<file path="config.mk">
export PLATFORM = sky130hd
export DESIGN_NAME = ram8_loader_flat
export DESIGN_NICKNAME = d
export VERILOG_FILES = /design/src/rtl/ram8_loader_pkg.sv /design/src/rtl/ram8_loader_if.sv /design/src/rtl/ram8_loader_word_assembler.sv /design/src/rtl/ram8_loader.sv /design/src/flat_wrapper.sv
export SDC_FILE = /design/constraint.sdc
export NUM_CORES = 1
export LEC_CHECK = 0
export ABC_CLOCK_PERIOD_IN_PS = 4600
export BUFFER_PORTS_ARGS = -buffer_cell sky130_fd_sc_hd__buf_2
export CAP_MARGIN = 20
export CELL_PAD_IN_SITES_DETAIL_PLACEMENT = 0
export CELL_PAD_IN_SITES_GLOBAL_PLACEMENT = 1
export CORE_ASPECT_RATIO = 0.75
export CORE_UTILIZATION = 39
export DETAILED_ROUTE_END_ITERATION = 16
export HOLD_SLACK_MARGIN = 0.02
export PLACE_DENSITY = 0.87
export REMOVE_ABC_BUFFERS = 1
export SYNTH_ARGS = -nofsm -noshare
export SYNTH_HDL_FRONTEND = slang
export SYNTH_SLANG_ARGS = --single-unit
</file>
<file path="constraint.sdc">
create_clock -name clock -period 4.6 [get_ports clock]
set_input_delay 0.69 -clock clock [delete_from_list [all_inputs] [get_ports clock]]
set_output_delay 0.69 -clock clock [all_outputs]
set_load 0.02 [all_outputs]
</file>
<file path="src/rtl/ram8_loader_pkg.sv">
// Shared types and sizes for the 8-word RAM preloader.
// Optional readback check is enabled with LOADER_VERIFY_EN.
package ram8_loader_pkg;

  localparam int unsigned RAM8_WORDS  = 8;
  localparam int unsigned RAM8_ADDR_W = 3;
  localparam int unsigned WORD_W      = 16;
  localparam int unsigned BYTE_W      = 8;

  typedef enum logic [2:0] {
    ST_IDLE   = 3'd0,
    ST_RX_HI  = 3'd1,
    ST_RX_LO  = 3'd2,
    ST_WRITE  = 3'd3,
`ifdef LOADER_VERIFY_EN
    ST_VERIFY = 3'd4,
`endif
    ST_DONE   = 3'd5
  } state_t;

  typedef struct packed {
    logic [BYTE_W-1:0] hi;
    logic [BYTE_W-1:0] lo;
  } word_t;

  // Checksums wrap at 16 bits.
  function automatic logic [WORD_W-1:0] sum16(input logic [WORD_W-1:0] a,
                                              input logic [WORD_W-1:0] b);
    return WORD_W'(a + b);
  endfunction

endpackage

</file>
<file path="src/rtl/ram8_loader_if.sv">
// Byte-stream and RAM-port bundle between the loader and its environment.
interface ram8_loader_if;
  import ram8_loader_pkg::*;

  logic [BYTE_W-1:0]      byte_in;
  logic                   byte_valid;
  logic                   byte_ready;
  logic [WORD_W-1:0]      ram_in;
  logic                   ram_load;
  logic [RAM8_ADDR_W-1:0] ram_address;
  logic [WORD_W-1:0]      ram_out;

  modport master (
    output byte_in, byte_valid, ram_out,
    input  byte_ready, ram_in, ram_load, ram_address
  );

  modport slave (
    input  byte_in, byte_valid, ram_out,
    output byte_ready, ram_in, ram_load, ram_address
  );

endinterface

</file>
<file path="src/rtl/ram8_loader_word_assembler.sv">
// Two-byte shift-in register: high byte first, then low byte completes the word.
module word_assembler
  import ram8_loader_pkg::*;
(
  input  logic              clock,
  input  logic              reset_n,
  input  logic              load_hi,
  input  logic              load_lo,
  input  logic [BYTE_W-1:0] byte_in,
  output word_t             word,
  output logic              word_complete
);

  always_ff @(posedge clock or negedge reset_n) begin
    if (!reset_n) begin
      word          <= '0;
      word_complete <= 1'b0;
    end else if (load_hi) begin
      word.hi       <= byte_in;
      word_complete <= 1'b0;
    end else if (load_lo) begin
      word.lo       <= byte_in;
      word_complete <= 1'b1;
    end
  end

endmodule

</file>
<file path="src/rtl/ram8_loader.sv">
// Fills the 8-word RAM from a byte stream after reset, one word per 3+ cycles.
// Define LOADER_VERIFY_EN to add a readback checksum pass and the error output.
module ram8_loader
  import ram8_loader_pkg::*;
#(
  parameter int unsigned WORDS = RAM8_WORDS
) (
  input  logic           clock,
  input  logic           reset_n,
  input  logic           start,
  ram8_loader_if.slave   bus,
  output logic           busy,
  output logic           done
`ifdef LOADER_VERIFY_EN
  ,
  output logic           error
`endif
);

  localparam logic [RAM8_ADDR_W-1:0] LAST = RAM8_ADDR_W'(WORDS - 1);

  state_t                 state, state_d;
  logic [RAM8_ADDR_W-1:0] wc, wc_d;
  logic [WORD_W-1:0]      wsum, wsum_d;
  logic                   byte_ready_q, byte_ready_d;
  logic                   ram_load_q, ram_load_d;
  logic [RAM8_ADDR_W-1:0] ram_address_q, ram_address_d;
  logic                   busy_d, done_d;
  logic                   hs;
  logic                   restart;
  word_t                  word;
  logic                   word_ok;
`ifdef LOADER_VERIFY_EN
  logic [RAM8_ADDR_W-1:0] rc, rc_d;
  logic [WORD_W-1:0]      rsum, rsum_d;
  logic                   error_d;
`endif

  assign hs      = bus.byte_valid & byte_ready_q;
  assign restart = ((state == ST_IDLE) || (state == ST_DONE)) && start;

  word_assembler u_word_assembler (
    .clock         (clock),
    .reset_n       (reset_n),
    .load_hi       ((state == ST_RX_HI) && hs),
    .load_lo       ((state == ST_RX_LO) && hs),
    .byte_in       (bus.byte_in),
    .word          (word),
    .word_complete (word_ok)
  );

  assign bus.ram_in      = WORD_W'(word);
  assign bus.byte_ready  = byte_ready_q;
  assign bus.ram_load    = ram_load_q;
  assign bus.ram_address = ram_address_q;

  always_ff @(posedge clock or negedge reset_n) begin
    if (!reset_n) state <= ST_IDLE;
    else          state <= state_d;
  end

  always_comb begin
    state_d = state;
    case (state)
      ST_IDLE, ST_DONE: if (start) state_d = ST_RX_HI;
      ST_RX_HI:         if (hs)    state_d = ST_RX_LO;
      ST_RX_LO:         if (hs)    state_d = ST_WRITE;
      ST_WRITE: begin
        if (wc == LAST) begin
`ifdef LOADER_VERIFY_EN
          state_d = ST_VERIFY;
`else
          state_d = ST_DONE;
`endif
        end else begin
          state_d = ST_RX_HI;
        end
      end
`ifdef LOADER_VERIFY_EN
      ST_VERIFY:        if (rc == LAST) state_d = ST_DONE;
`endif
      default:          state_d = ST_IDLE;
    endcase
  end

  // Next values of counters, sums and the registered outputs.
  always_comb begin
    wc_d          = wc;
    wsum_d        = wsum;
    ram_address_d = ram_address_q;
`ifdef LOADER_VERIFY_EN
    rc_d          = rc;
    rsum_d        = rsum;
    error_d       = error;
`endif

    if (restart) begin
      wc_d   = '0;
      wsum_d = '0;
`ifdef LOADER_VERIFY_EN
      rc_d    = '0;
      rsum_d  = '0;
      error_d = 1'b0;
`endif
    end

    if (state == ST_WRITE) begin
      if (word_ok) wsum_d = sum16(wsum, WORD_W'(word));
      if (wc != LAST) wc_d = wc + 1'b1;
    end

`ifdef LOADER_VERIFY_EN
    // RAM read is combinational, so ram_out belongs to this cycle's address.
    if (state == ST_VERIFY) begin
      rsum_d = sum16(rsum, bus.ram_out);
      if (rc == LAST) error_d = (rsum_d != wsum);
      else            rc_d    = rc + 1'b1;
    end
    if (state_d == ST_VERIFY) ram_address_d = rc_d;
`endif

    if (state_d == ST_WRITE) ram_address_d = wc_d;

    byte_ready_d = (state_d == ST_RX_HI) || (state_d == ST_RX_LO);
    ram_load_d   = (state_d == ST_WRITE);
    done_d       = (state_d == ST_DONE);
`ifdef LOADER_VERIFY_EN
    busy_d       = byte_ready_d || ram_load_d || (state_d == ST_VERIFY);
`else
    busy_d       = byte_ready_d || ram_load_d;
`endif
  end

  always_ff @(posedge clock or negedge reset_n) begin
    if (!reset_n) begin
      wc            <= '0;
      wsum          <= '0;
      byte_ready_q  <= 1'b0;
      ram_load_q    <= 1'b0;
      ram_address_q <= '0;
      busy          <= 1'b0;
      done          <= 1'b0;
`ifdef LOADER_VERIFY_EN
      rc            <= '0;
      rsum          <= '0;
      error         <= 1'b0;
`endif
    end else begin
      wc            <= wc_d;
      wsum          <= wsum_d;
      byte_ready_q  <= byte_ready_d;
      ram_load_q    <= ram_load_d;
      ram_address_q <= ram_address_d;
      busy          <= busy_d;
      done          <= done_d;
`ifdef LOADER_VERIFY_EN
      rc            <= rc_d;
      rsum          <= rsum_d;
      error         <= error_d;
`endif
    end
  end

endmodule

</file>
<file path="src/flat_wrapper.sv">
// flat-port wrapper written by rule: the top's interface ports become plain ports
module ram8_loader_flat import ram8_loader_pkg::*;
#(
  parameter int unsigned WORDS = RAM8_WORDS
)
  (clock, reset_n, start, busy, done, bus_byte_in, bus_byte_valid, bus_ram_out, bus_byte_ready, bus_ram_in, bus_ram_load, bus_ram_address);
  ram8_loader_if bus_i ();
  input  logic clock;
  input  logic reset_n;
  input  logic start;
  output logic busy;
  output logic done;
  input wire logic [$bits(bus_i.byte_in)-1:0] bus_byte_in;
  input wire logic [$bits(bus_i.byte_valid)-1:0] bus_byte_valid;
  input wire logic [$bits(bus_i.ram_out)-1:0] bus_ram_out;
  output wire logic [$bits(bus_i.byte_ready)-1:0] bus_byte_ready;
  output wire logic [$bits(bus_i.ram_in)-1:0] bus_ram_in;
  output wire logic [$bits(bus_i.ram_load)-1:0] bus_ram_load;
  output wire logic [$bits(bus_i.ram_address)-1:0] bus_ram_address;
  assign bus_i.byte_in = bus_byte_in;
  assign bus_i.byte_valid = bus_byte_valid;
  assign bus_i.ram_out = bus_ram_out;
  assign bus_byte_ready = bus_i.byte_ready;
  assign bus_ram_in = bus_i.ram_in;
  assign bus_ram_load = bus_i.ram_load;
  assign bus_ram_address = bus_i.ram_address;
  ram8_loader #(.WORDS(WORDS)) u_core (.clock(clock), .reset_n(reset_n), .start(start), .bus(bus_i), .busy(busy), .done(done));
endmodule
</file>
==> impl_metrics.ini <==
[synth]
synth-xor-area-share_pct = 0
syn-cell-area_mm2 = 0.001257
avgSynthCellArea_um2 = 14.13
yosys_warnings = 0
yosys.area_share.simple_pct = 13.43
ys_seq_area_share_pct = 57.71
synth_top_family_by_area = multiplexers
synth_common_cells = 29 x dfrtp_1, 19 x mux2_2, 5 x nor2b_1
yosysTopAreaCell = dfrtp_1
synth-main-ff-cell = dfrtp_1
netlist_top_cells_area = dfrtp_1 58%, mux2_2 17%, nor4b_4 3.8%
synth_fa_ha_area_share_pct = 1.990
synth_compound_area_share_pct = 7.662
synth_top_area_share_pct = 57.71
synth_edf_count = 0
yosysUniqueCellTypes = 26
synth.mux.area_fraction_pct = 17.01
synthCells = 89
postSynth.asyncResetShare_pct = 100.0
synth.most_common_cell = dfrtp_1
synth-seq-cells = 29

[route]
dr.first_iter.drc_count = 22
ant_nets = 0
vias = 836
routed_wl_um = 2324
post-route-drc-count = 0
avgRoutedWirePerCell_um = 14.17
dr_wl_met3_um = 148
vias_per_cell = 5.098
dr_wl_met2_um = 1097
wl_met1_um = 1073
routed.top_layer = met4
drt_pass1_iterations = 4

[clocking]
postCtsSetupRepairBufs = 0
clockBufferDepth = 2
cts_root_buffer = clkbuf_8
ctsHoldBuffers = 0
cts_made_buffers = 5
htreeDepth = 2
clkTransAtPathRegs_ns = 0.06
cts_tree = built
cts_sinks = 29
ctsResizeCount = 0
worstSkewPairLatency_ns = 0.27

[sta]
drv_slew = 0
relSlewSlack_pct = 42.66
finalClockSkew_ns = 0.005140
hold_viol_final = 0
rsz0062_at_grt = no
fin_crit_sh_pct = 42.14
min_period_ns = 1.939
worst_slew_pin_slew_ns = 0.8565
max_freq_mhz = 515.8
final-setup-viol-count = 0
setup_tns_ns = 0
fin_ws_ns = 2.661

[job]
cap_violations = 0

[finish]
antenna_cells = 0
fillCellCount = 274
utilization_pct = 51.27
final_layout_size_suffix_gt1_share_pct = 52.38
fin_area_mm2 = 0.001538
area_growth_pct = 22.29
final_nets = 156

[grt]
grt-ovfl-total = 0
grt.total_usage_pct = 14.61
grt_antenna_before_repair = 0
grt_pass1_vias = 829
grt_max_degree = 30
grt_pass1_wl_um = 3608

[floorplanning]
io_pins = 51
rows = 17
start_util_pct = 41.93
die_height_um = 51.18
die_w_um = 67.57
core_area_mm2 = 0.002999
die_area_mm2 = 0.003458

[place]
gp_congestion = 0.7633
dp_hpwl_um = 1680
portBuffers = 34
place_ws_ns = 2.332
dpl_cell_area_mm2 = 0.001451

[outcome]
status = completed

[worst_setup_path]
cp.required_ns = 4.75
cp-end-kind = flop
critPathKind = reg2reg
crit_fanout = 14
cp-start-kind = flop
cp.arrival_ns = 2.09
ff2ff_path_depth = 2

[pwr]
ir_worst_vdd_mv = 0.3387
p_total_mw = 1.107
cellPowerDensity_mw_per_mm2 = 720.2
power_leakage_nw = 0.7200

[worst_hold_path]
holdCritPathClass = in2async
-- worst max-delay path, stage by stage (launching register included) --
cell,delay (ns)
dfrtp_1,0.61
nor4b_4,0.79
mux2_2,0.42
-- final timing paths --
check / start / slack, ns / end
min in group clock: u_core.u_word_assembler.word[5] / 0.50 / u_core.u_word_assembler.word[5]
hold reg to reg: u_core.u_word_assembler.word[5] / 0.50 / u_core.u_word_assembler.word[5]
max in group asynchronous: reset_n / 3.76 / u_core.wc[2]
setup / recovery: u_core.state[1] / 2.66 / u_core.bus.ram_address[2]
setup reg to reg: u_core.state[1] / 2.66 / u_core.bus.ram_address[2]
hold / removal: reset_n / 0.44 / u_core.u_word_assembler.word[7]
-- layout by cell type (no fill, tap or decap) --
master     count
a2111oi_0      1
a211oi_1       1
a21oi_1        2
a31oi_1        1
and3b_1        1
and4bb_2       1
buf_2         34
clkbuf_1       1
clkbuf_8       6
dfrtp_1       29
ha_1           2
inv_1          1
mux2_2        19
nand2_1        3
nand2b_1       1
nor2_1         2
nor2b_1        5
nor3_1         1
nor3b_1        2
nor4b_1        2
nor4b_4        2
o21a_1         1
o21ai_0        3
o21bai_1       1
o221a_2        3
or2_2          1
-- stage by stage --
stage	hold slack, ns	std cells
floorplan	0.3944	85
global placement	0.4839	157
detailed placement	0.4943	157
CTS	0.4566	164
global route	0.4885	164
finish	0.4369	164
-- where the power goes --
part	switching [mW]	internal, mW	total (mW)
combinational	0.239	0.212	0.452
clock	0.0847	0.118	0.203
sequential	0.0850	0.368	0.453
total	0.409	0.698	1.11
-- routing by layer --
| metal | global-route usage (%) | up-vias |
|---|---|---|
| met5 | 0 | - |
| met3 | 6.250 | 2 |
| li1 | - | 401 |
| met2 | 22.61 | 27 |
| met1 | 18.13 | 406 |
| met4 | 4.965 | 0 |
-- final cells by class --
type / count / area, um^2 / share of cell area (%)
sequential: 29 / 725.7 / 47.19
multi-input combinational: 55 / 504.2 / 32.79
clock buffer: 7 / 86.33 / 5.614
timing repair buffer: 34 / 170.2 / 11.07
tap: 38 / 47.55 / 3.092
inverter: 1 / 3.754 / 0.2441
-- cell families after synthesis --
group	count (synthesis)
AOI/OAI and AO/OA	13
adders and majority gates	2
buffers and inverters	5
DFF	29
muxes	19
and+or+nand+nor	21
-- flip-flops by register name, indices dropped and copies added, names as in the netlist --
name	count
u_core.bus.byte_ready	1
u_core.bus.ram_address	3
u_core.bus.ram_load	1
u_core.busy	1
u_core.done	1
u_core.state	3
u_core.u_word_assembler.word	16
u_core.wc	3
(Power assumes the default switching activity.)
